===== src/rtl/uart_pkg.sv =====
// Shared encodings for the configurable UART transmitter: parity modes and FSM states.
package uart_pkg;

  typedef enum logic [1:0] {
    PAR_NONE  = 2'b00,
    PAR_EVEN  = 2'b01,
    PAR_ODD   = 2'b10,
    PAR_NONE3 = 2'b11
  } parity_e;

  typedef enum logic [2:0] {
    S_IDLE   = 3'd0,
    S_START  = 3'd1,
    S_DATA   = 3'd2,
    S_PARITY = 3'd3,
    S_STOP   = 3'd4
  } state_e;

  function automatic logic parity_en(input logic [1:0] mode);
    return (mode == PAR_EVEN) || (mode == PAR_ODD);
  endfunction

endpackage


===== src/rtl/uart_baud_tick.sv =====
// Bit-period timer: one-cycle tick every divisor+1 clocks, realigned to 0 on restart.
module uart_baud_tick #(
  parameter int DIV_WIDTH = 24
) (
  input  logic                 clk,
  input  logic                 rst,
  input  logic                 restart,
  input  logic [DIV_WIDTH-1:0] divisor,
  output logic                 tick
);

  logic [DIV_WIDTH-1:0] cnt;

  // Equality compare only, so the counter wraps at divisor and never overflows.
  assign tick = (cnt == divisor);

  always_ff @(posedge clk) begin
    if (rst || restart) cnt <= '0;
    else if (tick)      cnt <= '0;
    else                cnt <= cnt + DIV_WIDTH'(1);
  end

endmodule


===== src/rtl/uart_tx_cfg.sv =====
// UART transmitter with per-frame latched divisor, parity mode and stop-bit count.
module uart_tx_cfg
  import uart_pkg::*;
#(
  parameter int DATA_BITS = 8,
  parameter int DIV_WIDTH = 24
) (
  input  logic                 clk,
  input  logic                 rst,
  input  logic [DIV_WIDTH-1:0] divisor,
  input  logic [1:0]           parity_mode,
  input  logic                 stop2,
  input  logic [DATA_BITS-1:0] tx_data,
  input  logic                 tx_valid,
  output logic                 tx_ready,
  output logic                 tx,
  output logic                 busy
);

  localparam int BW = $clog2(DATA_BITS);

  state_e               state, state_n;
  logic [BW-1:0]        bit_cnt, bit_n;
  logic                 stop_cnt, stop_n;
  logic [DATA_BITS-1:0] sh_q;
  logic [DIV_WIDTH-1:0] div_q;
  logic                 par_q, par_en_q, stop2_q;
  logic                 accept, tick;

  assign accept   = tx_valid && (state == S_IDLE);
  assign tx_ready = (state == S_IDLE);
  assign busy     = (state != S_IDLE);

  uart_baud_tick #(.DIV_WIDTH(DIV_WIDTH)) u_baud (
    .clk     (clk),
    .rst     (rst),
    .restart (accept),
    .divisor (div_q),
    .tick    (tick)
  );

  always_comb begin
    state_n = state;
    bit_n   = bit_cnt;
    stop_n  = stop_cnt;
    case (state)
      S_IDLE:  if (accept) begin state_n = S_START; bit_n = '0; stop_n = 1'b0; end
      S_START: if (tick) begin state_n = S_DATA; bit_n = '0; end
      S_DATA: if (tick) begin
        if (bit_cnt == BW'(DATA_BITS - 1)) begin
          state_n = par_en_q ? S_PARITY : S_STOP;
          stop_n  = 1'b0;
        end else begin
          bit_n = bit_cnt + BW'(1);
        end
      end
      S_PARITY: if (tick) begin state_n = S_STOP; stop_n = 1'b0; end
      S_STOP: if (tick) begin
        if (stop2_q && !stop_cnt) stop_n = 1'b1;
        else                      state_n = S_IDLE;
      end
      default: state_n = S_IDLE;
    endcase
  end

  always_comb begin
    tx = 1'b1;
    case (state)
      S_START:  tx = 1'b0;
      S_DATA:   tx = sh_q[0];
      S_PARITY: tx = par_q;
      default:  tx = 1'b1;
    endcase
  end

  always_ff @(posedge clk) begin
    if (rst) begin
      state    <= S_IDLE;
      bit_cnt  <= '0;
      stop_cnt <= 1'b0;
      sh_q     <= '0;
      div_q    <= '0;
      par_q    <= 1'b0;
      par_en_q <= 1'b0;
      stop2_q  <= 1'b0;
    end else begin
      state    <= state_n;
      bit_cnt  <= bit_n;
      stop_cnt <= stop_n;
      if (accept) begin
        sh_q     <= tx_data;
        div_q    <= divisor;
        par_en_q <= parity_en(parity_mode);
        // Parity is fixed at acceptance so later tx_data changes cannot leak in.
        par_q    <= (parity_mode == PAR_ODD) ? ~^tx_data : ^tx_data;
        stop2_q  <= stop2;
      end else if (state == S_DATA && tick) begin
        sh_q <= {1'b0, sh_q[DATA_BITS-1:1]};
      end
    end
  end

endmodule


===== config.mk =====
export PLATFORM = sky130hd
export DESIGN_NAME = uart_tx_cfg
export DESIGN_NICKNAME = d
export VERILOG_FILES = /design/src/rtl/uart_pkg.sv /design/src/rtl/uart_baud_tick.sv /design/src/rtl/uart_tx_cfg.sv
export SDC_FILE = /design/constraint.sdc
export NUM_CORES = 1
export LEC_CHECK = 0
export CORE_MARGIN = 4
export CORE_UTILIZATION = 55
export CTS_CLUSTER_SIZE = 10
export DETAILED_ROUTE_END_ITERATION = 7
export HOLD_SLACK_MARGIN = 0.05
export PLACE_DENSITY = 0.79
export SYNTH_ARGS = -nofsm -noshare
export SYNTH_HDL_FRONTEND = slang
export SYNTH_SLANG_ARGS = --single-unit

===== constraint.sdc =====
create_clock -name clk -period 2 [get_ports clk]
set_input_delay 0.4 -clock clk [delete_from_list [all_inputs] [get_ports clk]]
set_output_delay 0.4 -clock clk [all_outputs]
set_load 0.05 [all_outputs]

* Word-level counts from Yosys, hierarchy flattened
Cells that the tools add are included. W data, S select, Z words.
Word-level totals: word-level logic and storage cells 70, output and inout bits 3, bits of input ports 38, flip-flop bits (word level) 66
Cells by class: reductions and logical operators 17, $add $sub $neg 2, equality and inequality tests 17, multiplexer cells 25
Operators with widths (count):
- $mux W3 | 12
- $add A24 B1 Y24 const B | 1
- $eq A24 B24 Y1 | 1
- $mux W8 | 2
- $ne A2 B2 Y1 const B | 8
- $pmux W3 S5 | 1
- $reduce_and A7 Y1 | 2
- $pmux W3 S3 | 1
- $reduce_xnor A8 Y1 | 1
- $reduce_xor A8 Y1 | 1
- $mux W1 | 7
- $eq A3 B2 Y1 const B | 2
- $eq A3 B3 Y1 const B | 2
- $reduce_bool A3 Y1 | 2
- $reduce_and A5 Y1 | 1
- $pmux W1 S4 | 1
- $reduce_bool A4 Y1 | 1
- $add A3 B1 Y3 const B | 1
- $eq A3 B1 Y1 const B | 1
- $logic_and A1 B1 Y1 | 3
- $logic_not A3 Y1 | 1
- $pmux W1 S3 | 1
- $eq A2 B1 Y1 const B | 1
- $eq A2 B2 Y1 const B | 1
- 5 further kinds | 6

* Longest topological paths before layout
word-level depth 5, gate-level depth with buffers 9, depth with buffers taken out 7

* By module
A second synthesis with hierarchy kept.
Second synthesis, totals: cells, all modules 383, area total of the unflattened synthesis 3255.6 um^2
By module, submodules not included:
- uart_tx_cfg | area an instance 1929.4 um^2, instances 1, seq. area each 840.8 um^2, cells each 233
- uart_baud_tick | area an instance 1326.3 um^2, instances 1, seq. area each 480.5 um^2, cells each 150

* Worst setup path before layout
Ideal clock, no wire load.
path kind register to register, start reg state[0], end reg sh_q[5], library setup time 92 ps, setup slack -557 ps, path buffers 2, period minus slack after synthesis 2557 ps, data arrival time 2465 ps, stages on the path, launching flop included 7, data required time 1908 ps, cells stage by stage dfxtp_1 > nor3_1 > and2_1 > buf_2 > clkbuf_1 > nor3_1 > nor4_1
On the way: cells in the longest elaborated chain, start to end 3, elaborated cells on any way between the ends 6, those cells by class eq/ne (1); mux (1); reduce/logical (4)
RTL lines:
- start: declaration | line uart_tx_cfg.sv:22 | state_e state, state_n;
- start signal: assignment | line uart_tx_cfg.sv:87 | state <= state_n;
- $logic_not A3 Y1 *
- via tx_ready | line uart_tx_cfg.sv:15 | output logic tx_ready,
- $logic_and A1 B1 Y1 * | line uart_tx_cfg.sv:30 | assign accept = tx_valid && (state == S_IDLE);
- $mux W8 / $reduce_bool A2 Y1 (equally long branches)
- end signal: assignment | line uart_tx_cfg.sv:91 | sh_q <= tx_data;
- end signal: assignment | line uart_tx_cfg.sv:98 | sh_q <= {1'b0, sh_q[DATA_BITS-1:1]};
- end: declaration | line uart_tx_cfg.sv:25 | logic [DATA_BITS-1:0] sh_q;
The timed path passes the listed nets; every way through them passes the cells marked *. A chain may end at the register's enable or synchronous reset.

* Worst setup path after layout
start reg state[0], end out tx
On the way: cells in the longest elaborated chain, start to end 2, elaborated cells on any way between the ends 4, those cells by class eq/ne (3); mux (1)
RTL lines:
- $eq A3 B2 Y1 / $eq A3 B1 Y1 (equally long branches) | line uart_tx_cfg.sv:68 | case (state)
- $pmux W1 S3 * | line uart_tx_cfg.sv:68
- end: declaration | line uart_tx_cfg.sv:16 | output logic tx,
Mark *: on every way between the ends. The rest lies on a longest branch, timed or not.

==> impl_metrics.toml <==
[yosys]
synth_most_common_cell = "sky130_fd_sc_hd__nand2_1"
synth_enable_flop_cells = 0
syn_inst = 379
synth-seq-area-share = 0.416
post_synth_main_area_contributors = "sky130_fd_sc_hd__dfxtp_1 (42%), sky130_fd_sc_hd__xnor2_1 (10%), sky130_fd_sc_hd__nand2_1 (8.1%)"
syn_area_um2 = 3180
syn-mean-instance-area_um2 = 8.39
yosys_warnings = 0
synth-main-ff-cell = "sky130_fd_sc_hd__dfxtp_1"
synthesis.nets = 421
ys_top_cells_by_count = "sky130_fd_sc_hd__nand2_1 (69), sky130_fd_sc_hd__dfxtp_1 (66), sky130_fd_sc_hd__xnor2_1 (38)"
synth-async-reset-ratio = 0
ys_seq_elements = 66
synth_top_area_frac = 0.416
synth.lib_cells_used.distinct = 40
synth_top_cell_by_area = "sky130_fd_sc_hd__dfxtp_1"

[cts]
cts-buffers-inserted = 9
ctsRootBufferMaster = "sky130_fd_sc_hd__clkbuf_8"
cts_tree = "done"
cts-hold-fix-buffers = 0
cts-htree-levels = 3
cts.path.max_buffers = 2
cts_num_sinks = 66
path_clk_slew_ns = 0.07
clock_insertion_delay_at_the_later_pin_of_the_skew_report_ns = 0.34

[worst_setup_path]
critical_path_required_ns = 1.60
worstPathCellList = "buf_4 -> nor3_1 -> a21oi_1 -> or2_2 -> buf_4"
crit_path_max_incr_delay_ns = 0.33
crit_fanout = 12
reg2reg_setup_slack_ns = 0.07
critPathLaunchType = "register"
criticalPathCategory = "reg2out"
worstPathArrival_ns = 1.57
worst_r2r_path_depth = 8
worstSetupEndpointType = "primary output"
critical_path.slowest_cell = "sky130_fd_sc_hd__dfxtp_1"
critPathMostFrequentCell = "sky130_fd_sc_hd__buf_4"

[detailed_routing]
first_pass_iters = 4
drt-wirelength-per-cell_um = 13.3
drt-vias-per-instance = 5.20
first_iter_violations = 107
route.detailed.drc = 0
vias = 2653
drtAntennaViolNets = 0
postRouteWirelength_um = 6780

[final_layout]
synthToLayoutAreaGrowth_pct = 25.4
final_core_utilization = 0.719
antenna-diode-count = 0
final_cell_count_no_fill = 510
fillers = 462
layout-drive-gt1-share = 0.155
design.final.nets = 476

[run]
max_cap_viol_count = 0

[pwr]
clkPwrFrac = 0.356
switching_share_of_power = 0.262
power_frac_comb = 0.168
post-layout-total-power_mw = 2.99
power.share.sequential = 0.476
leakagePower_nw = 1.48
p_per_area_nw_per_um2 = 749
p_int_mw = 2.20
irDropWorstVdd_v = 0.000607
switching_power_mw = 0.783

[floorplanning]
starting_density = 0.574
fp.dieH_um = 84.0
floorplan.rows = 27
die_area_um2 = 7060
core_area_um2 = 5540
design.portCount = 41
die_width_um = 84.0

[placed_design]
place.gp.congestion = 0.845
place_worst_setup_slack_ns = -0.0898
hpwl_um = 5000
dpl.cell_count = 493
buffer_ports.inserted = 40

[sta]
final_max_tran_viols = 0
period_needed_ns = 1.97
timing.final.setup_violations = 0
finClkSkew_ns = 0.00548
layout_worst_path_cycle_share = 0.983
maxSlewHeadroom = 0.733
timing_worst_slew_pin_value_ns = 0.400
post-route-worst-setup-slack_ns = 0.0336
setup_total_negative_slack_ns = 0
maxClockFrequency_ghz = 0.509
grt_setup_unrepaired = "true"
timing_hold_violations_final = 0

[global_route]
antenna_found_initial = 0
grt.overflow.total = 0
pin_count_of_the_biggest_net_entering_global_routing = 32
grt_first_pass_wirelength_um = 11800
grt_pass1_vias = 2653
grt_use_total = 0.206

[run_status]
status = "complete, no violations"

[hold_path]
hold_path.class = "reg2reg"
worstHoldPathCells = 2
power groups by stage:
stage	Sequential, mW	Combinational, mW	Clock (mW)
after CTS	1.42	0.490	1.08
final	1.42	0.501	1.06
after detailed placement	1.45	0.487	0
after global placement	1.45	0.476	0
after global routing	1.43	0.556	1.14
after floorplan	1.44	0.317	0
kinds of logic after synthesis:
family / count (synthesis) / synth area share
buf+inv: 25 / 0.0449
compound gates: 45 / 0.0831
fa+ha+maj: 4 / 0.0157
simple gates: 181 / 0.279
flops: 66 / 0.416
mux: 4 / 0.0126
xor+xnor: 54 / 0.149
flip-flops by register name, summed over array words and instances (netlist names):
| register | flops |
|---|---|
| bit_cnt | 3 |
| div_q | 24 |
| par_en_q | 1 |
| par_q | 1 |
| sh_q | 8 |
| state | 3 |
| stop2_q | 1 |
| stop_cnt | 1 |
| u_baud.cnt | 24 |
final timing paths:
check | start | end
worst max-delay path | state[0] | tx
worst min-delay path | par_q | par_q
worst max register to register | u_baud.cnt[16] | sh_q[1]
worst min register to register | par_q | par_q
cell type report:
type,instances,area [um2],share of cell area
Multi-Input combinational cell,288,1740,0.437
Sequential cell,66,1320,0.332
Timing Repair Buffer,65,622,0.156
Clock buffer,14,183,0.0458
Tap cell,72,90.1,0.0226
Inverter,4,18.8,0.00471
Clock inverter,1,7.51,0.00188
worst max-delay path, delay by kind of cell, from the launching register on:
family	cells	cell delay, ns
buffers and inverters	2	0.37
AO/OA/AOI/OAI	1	0.07
flip-flops	1	0.33
AND/OR/NAND/NOR	2	0.45
through the flow:
step / cell area [um2] / hold slack (ns)
floorplan: 3190 / 0.432
global placement: 3750 / 0.442
detailed placement: 3750 / 0.457
CTS: 3950 / 0.467
global route: 3990 / 0.488
finish: 3990 / 0.464
per-layer routing:
| metal | share of wire | global-route usage | wire [um] |
|---|---|---|---|
| met5 | 0 | 0 | 0 |
| met2 | 0.48 | 0.333 | 3250 |
| met3 | 0.052 | 0.0484 | 350 |
| met4 | 0.016 | 0.107 | 108 |
| met1 | 0.45 | 0.255 | 3070 |
timing repair:
| action | CTS | global route |
|---|---|---|
| buffers inserted | 0 | 2 |
| setup endpoints to repair | 1 | 33 |
| gates resized for setup | 1 | 8 |
| pin swaps | 0 | 7 |
cells in the final DEF, fill, tap and decap left out, types with 8 or more instances in the layout:
cell type / count
sky130_fd_sc_hd__nand4_1: 10
sky130_fd_sc_hd__dfxtp_1: 64
sky130_fd_sc_hd__xor2_1: 16
sky130_fd_sc_hd__nand3_1: 8
sky130_fd_sc_hd__nor2_1: 34
sky130_fd_sc_hd__a21oi_1: 32
sky130_fd_sc_hd__clkbuf_8: 13
sky130_fd_sc_hd__xnor2_1: 38
sky130_fd_sc_hd__nand2_1: 69
sky130_fd_sc_hd__buf_4: 24
sky130_fd_sc_hd__nor2_2: 11
sky130_fd_sc_hd__clkdlybuf4s50_1: 37
sky130_fd_sc_hd__nor3_1: 9
Note: power is estimated with default switching activity, not from simulation.
